==> src/rtl/reset_sequencer.sv <==
// ---------------------------------------------------------------------------
// reset_sequencer
//   Staged reset release for the RI5CY secure platform. After the PLL lock
//   (synchronised) is seen and the debounced button is idle, both resets are
//   held for HOLD_CYCLES. Then peripherals/caches are released, and the core
//   follows STAGGER_CYCLES later. A lock loss, a debounced button press, or an
//   optional watchdog expiry aborts back to WAIT_LOCK and records the cause.
//
// Ports
//   clock           system clock
//   reset           asynchronous, active-high global reset
//   btn_in          raw push-button (active-high, asynchronous)
//   pll_locked      PLL lock indication (asynchronous)
//   wdt_kick        1-cycle watchdog refresh pulse
//   periph_reset_o  active-high reset to caches/peripherals
//   core_reset_o    active-high reset to core
//   seq_state       current state: 0 WAIT_LOCK, 1 HOLD, 2 PERIPH_REL, 3 RUN
//   rst_cause       last abort cause: 00 POR, 01 lock loss, 10 button, 11 watchdog
//
// Configuration
//   RST_SEQ_WDT_EN  when defined, adds the RUN-state watchdog (cause 11).
//                   When undefined, wdt_kick is ignored.
// ---------------------------------------------------------------------------
module reset_sequencer #(
  parameter int unsigned HOLD_CYCLES    = 1024,
  parameter int unsigned STAGGER_CYCLES = 16,
  parameter int unsigned DEB_CYCLES     = 250000,
  parameter int unsigned WDT_CYCLES     = 2**24
) (
  input  logic       clock,
  input  logic       reset,
  input  logic       btn_in,
  input  logic       pll_locked,
  input  logic       wdt_kick,
  output logic       periph_reset_o,
  output logic       core_reset_o,
  output logic [1:0] seq_state,
  output logic [1:0] rst_cause
);

  localparam logic [1:0] WAIT_LOCK  = 2'd0;
  localparam logic [1:0] HOLD       = 2'd1;
  localparam logic [1:0] PERIPH_REL = 2'd2;
  localparam logic [1:0] RUN        = 2'd3;

  localparam logic [1:0] CAUSE_LOCK = 2'b01;
  localparam logic [1:0] CAUSE_BTN  = 2'b10;
  localparam logic [1:0] CAUSE_WDT  = 2'b11;

  localparam int unsigned MAX_HS  = (HOLD_CYCLES > STAGGER_CYCLES) ? HOLD_CYCLES : STAGGER_CYCLES;
  localparam int unsigned MAX_DW  = (DEB_CYCLES > WDT_CYCLES) ? DEB_CYCLES : WDT_CYCLES;
  localparam int unsigned MAX_ALL = (MAX_HS > MAX_DW) ? MAX_HS : MAX_DW;
  localparam int unsigned CW      = $clog2(MAX_ALL) + 1;

  localparam logic [CW-1:0] HOLD_LAST = CW'(HOLD_CYCLES - 1);
  localparam logic [CW-1:0] STAG_LAST = CW'(STAGGER_CYCLES - 1);
  localparam logic [CW-1:0] DEB_LAST  = CW'(DEB_CYCLES - 1);

  // Input synchronisers
  logic lock_m, lock_s;
  logic btn_m, btn_s;

  always_ff @(posedge clock or posedge reset) begin
    if (reset) begin
      lock_m <= 1'b0;
      lock_s <= 1'b0;
      btn_m  <= 1'b0;
      btn_s  <= 1'b0;
    end else begin
      lock_m <= pll_locked;
      lock_s <= lock_m;
      btn_m  <= btn_in;
      btn_s  <= btn_m;
    end
  end

  // Debounce: accept a new level only after DEB_CYCLES consecutive
  // disagreeing samples; any agreeing sample restarts the count.
  logic [CW-1:0] deb_cnt;
  logic          btn_stable;
  logic          btn_prev;
  logic          press;

  always_ff @(posedge clock or posedge reset) begin
    if (reset) begin
      deb_cnt    <= '0;
      btn_stable <= 1'b0;
      btn_prev   <= 1'b0;
    end else begin
      btn_prev <= btn_stable;
      if (btn_s == btn_stable) begin
        deb_cnt <= '0;
      end else if (deb_cnt >= DEB_LAST) begin
        btn_stable <= btn_s;
        deb_cnt    <= '0;
      end else begin
        deb_cnt <= deb_cnt + CW'(1);
      end
    end
  end

  assign press = btn_stable & ~btn_prev;

  logic [1:0]    state;
  logic [1:0]    state_nxt;
  logic [1:0]    cause_nxt;
  logic [CW-1:0] cnt;
  logic          wdt_expire;

`ifdef RST_SEQ_WDT_EN
  localparam logic [CW-1:0] WDT_LAST = CW'(WDT_CYCLES - 1);
  logic [CW-1:0] wdt_cnt;

  always_ff @(posedge clock or posedge reset) begin
    if (reset) begin
      wdt_cnt <= '0;
    end else if ((state != RUN) || wdt_kick) begin
      wdt_cnt <= '0;
    end else if (wdt_cnt != '1) begin
      wdt_cnt <= wdt_cnt + CW'(1);
    end
  end

  // A kick on the expiry cycle itself still rescues the system.
  assign wdt_expire = (state == RUN) && !wdt_kick && (wdt_cnt == WDT_LAST);
`else
  logic unused_wdt_kick;
  assign unused_wdt_kick = wdt_kick;
  assign wdt_expire      = 1'b0;
`endif

  always_comb begin
    state_nxt = state;
    cause_nxt = rst_cause;
    if (state == WAIT_LOCK) begin
      if (lock_s && !btn_stable) begin
        state_nxt = HOLD;
      end
    end else if (!lock_s) begin
      state_nxt = WAIT_LOCK;
      cause_nxt = CAUSE_LOCK;
    end else if (wdt_expire) begin
      state_nxt = WAIT_LOCK;
      cause_nxt = CAUSE_WDT;
    end else if (press) begin
      state_nxt = WAIT_LOCK;
      cause_nxt = CAUSE_BTN;
    end else begin
      case (state)
        HOLD:       if (cnt == HOLD_LAST) state_nxt = PERIPH_REL;
        PERIPH_REL: if (cnt == STAG_LAST) state_nxt = RUN;
        default:    ;
      endcase
    end
  end

  // Outputs are decoded from the next state so they change on the same
  // edge as seq_state.
  always_ff @(posedge clock or posedge reset) begin
    if (reset) begin
      state          <= WAIT_LOCK;
      rst_cause      <= 2'b00;
      periph_reset_o <= 1'b1;
      core_reset_o   <= 1'b1;
      cnt            <= '0;
    end else begin
      state          <= state_nxt;
      rst_cause      <= cause_nxt;
      periph_reset_o <= (state_nxt == WAIT_LOCK) || (state_nxt == HOLD);
      core_reset_o   <= (state_nxt != RUN);
      if (state_nxt != state) begin
        cnt <= '0;
      end else if (cnt != '1) begin
        cnt <= cnt + CW'(1);
      end
    end
  end

  assign seq_state = state;

endmodule

==> config.mk <==
export PLATFORM = sky130hd
export DESIGN_NAME = reset_sequencer
export DESIGN_NICKNAME = d
export VERILOG_FILES = /design/src/rtl/reset_sequencer.sv
export SDC_FILE = /design/constraint.sdc
export NUM_CORES = 1
export LEC_CHECK = 0
export BUFFER_PORTS_ARGS = -buffer_cell sky130_fd_sc_hd__buf_2
export CORE_UTILIZATION = 66
export DETAILED_ROUTE_END_ITERATION = 8
export PLACE_DENSITY_LB_ADDON = 0.05
export SYNTH_ARGS = -nofsm -noshare
export SYNTH_HDL_FRONTEND = slang
export SYNTH_SLANG_ARGS = --single-unit
==> constraint.sdc <==
create_clock -name clock -period 3.71 [get_ports clock]
set_input_delay 0.371 -clock clock [delete_from_list [all_inputs] [get_ports clock]]
set_output_delay 0.371 -clock clock [all_outputs]
set_load 0.05 [all_outputs]
==> run metrics <==
data arrival time of the critical path=about 2800 ps; DRT Pass-1 Iters=4; NetSw=slightly below 0.6 mW; FP Rows=25; area grow syn2layout=8.26%; fraction of registers with async set/reset=between 90% and 100%; layout cells sized above 1=about an eighth; overall routing resource usage=about 28%; fill count=350; Syn Area/Cell=10.2 µm²; DRC=0; Clock Pin Slew Worst Setup and Hold Paths=70 ps; Ys Warns=0; post-CTS setup buffers=0; clock power share=around 34%; CP max-delay cell=or4b_2; first-pass GRT wire length=approximately 11000 µm; fin crit share=69.8%; final core utilization=about three quarters; Pint=~1.2 mW; post_cts resized=0; Max Cap Violations=0; mapped cell area=3270 µm²; Worst Skew=roughly 5.0 ps; Logic pwr share=a little under a quarter; pin count of the biggest net entering global routing=34; minimum clock period=~2600 ps; max_slew headroom=49.3%; register area share after synthesis=47.5%; I/O Pins=11; Multi-input gate area=1580 µm²; Place WS=1160 ps; synth unique cells=55; power density over the cells=about 500 nW/µm²; CP Class=flip-flop to flip-flop; post-detailed-route wirelength per cell=between 15 and 20 µm; Initial Util=68.8%; routability cong.=~0.84; post-DP HPWL=~4300 µm; slowest cell delay on critical path=~600 ps; Slew @ Worst Pin=between 700 and 800 ps; PortBufs=9; NumNets Final=approximately 350; Num CTS Buffers=9; worst-path cell chain=inv_1 > ha_1 > or4b_2 > nor4_1 > nand4_1 > o211ai_2 > buf_4 > nor3_1; Max Clk Rate=between 300 and 400 MHz; CP Capture Type=flip-flop; Pwr Total=approximately 1.8 mW; diodes inserted=0; Max clock buf depth=2; placed instance area=between 3000 and 4000 µm²; count of final setup violators=0; DIE HEIGHT=72.4 µm; Worst Path Required=3930 ps; chip width=72.4 µm; RSZ-0062 raised after global routing=no; final worst slack=1120 ps; Seq pwr share=43.9%; Startpoint Class=flip-flop; CP top delay family=simple AND/OR/NAND/NOR gates; cells on worst reg2reg path=8; GRT overflow=0; reg-to-reg endpoint=cnt[2]; register area=between 1500 and 2000 µm²; Synth Register Bits=62; hold slack=about 94 ps; 1st-iter DRT viols=225; worst-path fanout max=25; hold crit path type=primary input to asynchronous set/reset pin; clock root cell=clkbuf_8; Design Area, Final=approximately 3500 µm²; DP Cell Count=approximately 390; vias in the first global route=2346; Reg2Reg Setup Slack=roughly 1100 ps; total wire length=6470 µm; antenna viol nets, final=0; Fin. Hold Viols=0; post-synthesis cell count=around 320; DIE AREA=between 5000 and 6000 µm²; buffers plus inverters on the worst setup path=2; Net Sw Frac=between 30% and 40%; Post-synth EDFFs=0; Setup TNS Final=0 ps; core area=around 4800 µm²; clk sinks=62; outcome=finished, final reports clean; initial antenna violation count=0; vias per cell=just over 6; Clk Latency, worst-skew pair=340 ps; P_leak=between 1 and 1.5 nW; VDD IR max=between 0.4 and 0.5 mV; final std cells w/o fill=408; H-tree levels=3; via total after detailed routing=around 2500; commonest register cell after synthesis=dfrtp_1; Max Slew Vio Count=0; CTS tree=built; hold_buf cts=0; FF-to-FF Start=seq_state[0]
-- Yosys cell counts (2+ instances only) --
library cell   n  share of area (%)
nand2_1       16                1.8
o21ai_0        8                1.2
a211oi_1       3               0.69
nor4_1         3               0.57
and3_1        10                1.9
nor3b_1        5                1.1
nor2_1         9                1.0
nor4b_1        3               0.80
buf_6          5                1.7
dfrtp_1       60                 46
nand4_1       13                2.5
a2111oi_2      2               0.92
o31ai_1        3               0.69
ha_1           5                1.9
dfstp_2        2                1.6
xor2_1        12                3.2
nor3_1        43                6.6
a31oi_1        9                1.7
nand2b_1       4               0.76
xnor2_1       24                6.4
a41oi_1        2               0.54
or3_1          3               0.57
inv_1         13                1.5
a2111oi_0      5                1.3
a311oi_1       2               0.54
and4_1         5                1.3
buf_2          4               0.61
nand3_1       14                2.1
buf_4          2               0.46
or4_1          4               0.92
clkbuf_1       5               0.57
-- state kept, by name, indices dropped and copies added (netlist names) --
name	flops
btn_m	1
btn_prev	1
btn_s	1
btn_stable	1
cnt	25
core_reset_o	1
deb_cnt	25
lock_m	1
lock_s	1
periph_reset_o	1
rst_cause	2
seq_state	2
-- area by class of cell --
cell class	count	share of cell area (%)
Tap cell	67	2.37
Inverter	13	1.38
Clock inverter	7	2.12
Timing Repair Buffer	13	2.12
Sequential cell	62	43.9
Multi-Input combinational cell	237	44.7
Clock buffer	9	3.50
-- cell usage in the layout (no fill, tap or decap), drive strengths merged, types with 4 or more instances in the layout --
master	netlist	final
dfrtp	60	60
nor3	43	43
xnor2	24	24
nand2	16	16
nand3	14	14
nand4	13	13
inv	13	13
buf	11	13
xor2	12	12
and3	11	11
nor2	10	10
a31oi	10	10
clkbuf	5	9
o21ai	8	8
conb	1	7
a2111oi	7	7
and4	5	5
nor3b	5	5
ha	5	5
or4	5	5
nand2b	4	4
a211oi	4	4
-- worst max path at each step --
stage            startpoint      end  cells past startpoint  slack, ps
3_3_place_gp   seq_state[0]  cnt[23]                      8       1190
6_report       seq_state[0]   cnt[2]                      8       1120
5_1_grt        seq_state[0]  cnt[23]                      8        880
4_1_cts        seq_state[0]   cnt[2]                      8       1120
3_5_place_dp   seq_state[0]   cnt[2]                      8       1160
2_1_floorplan  seq_state[0]   cnt[0]                      8       1210
-- cell families after synthesis --
kind of cell,after synthesis,synth area share (%)
and+or+nand+nor,140,24.2
DFF,62,47.5
AOI/OAI and AO/OA,48,11.5
xor gates and xnor gates,36,9.63
buffers and inverters,29,4.85
adders and majority gates,5,1.91
other,1,0.115
muxes,1,0.306
-- per-layer routing --
metal	vias up	track usage (%)	share of wire, %
li1	1214	-	-
met1	1240	41.1	49
met2	48	40.2	46
met3	8	6.39	3.9
met4	0	10.5	1.3
met5	-	0	0
-- power by group through the flow --
stage,Sequential (mW),Clock [mW],Combinational [mW]
6_report,0.772,0.588,0.398
5_1_grt,0.778,0.633,0.441
4_1_cts,0.771,0.600,0.396
3_5_place_dp,0.784,0,0.394
3_3_place_gp,0.780,0,0.381
2_1_floorplan,0.824,0,0.265
No activity file was read; power rests on OpenSTA's default activity.
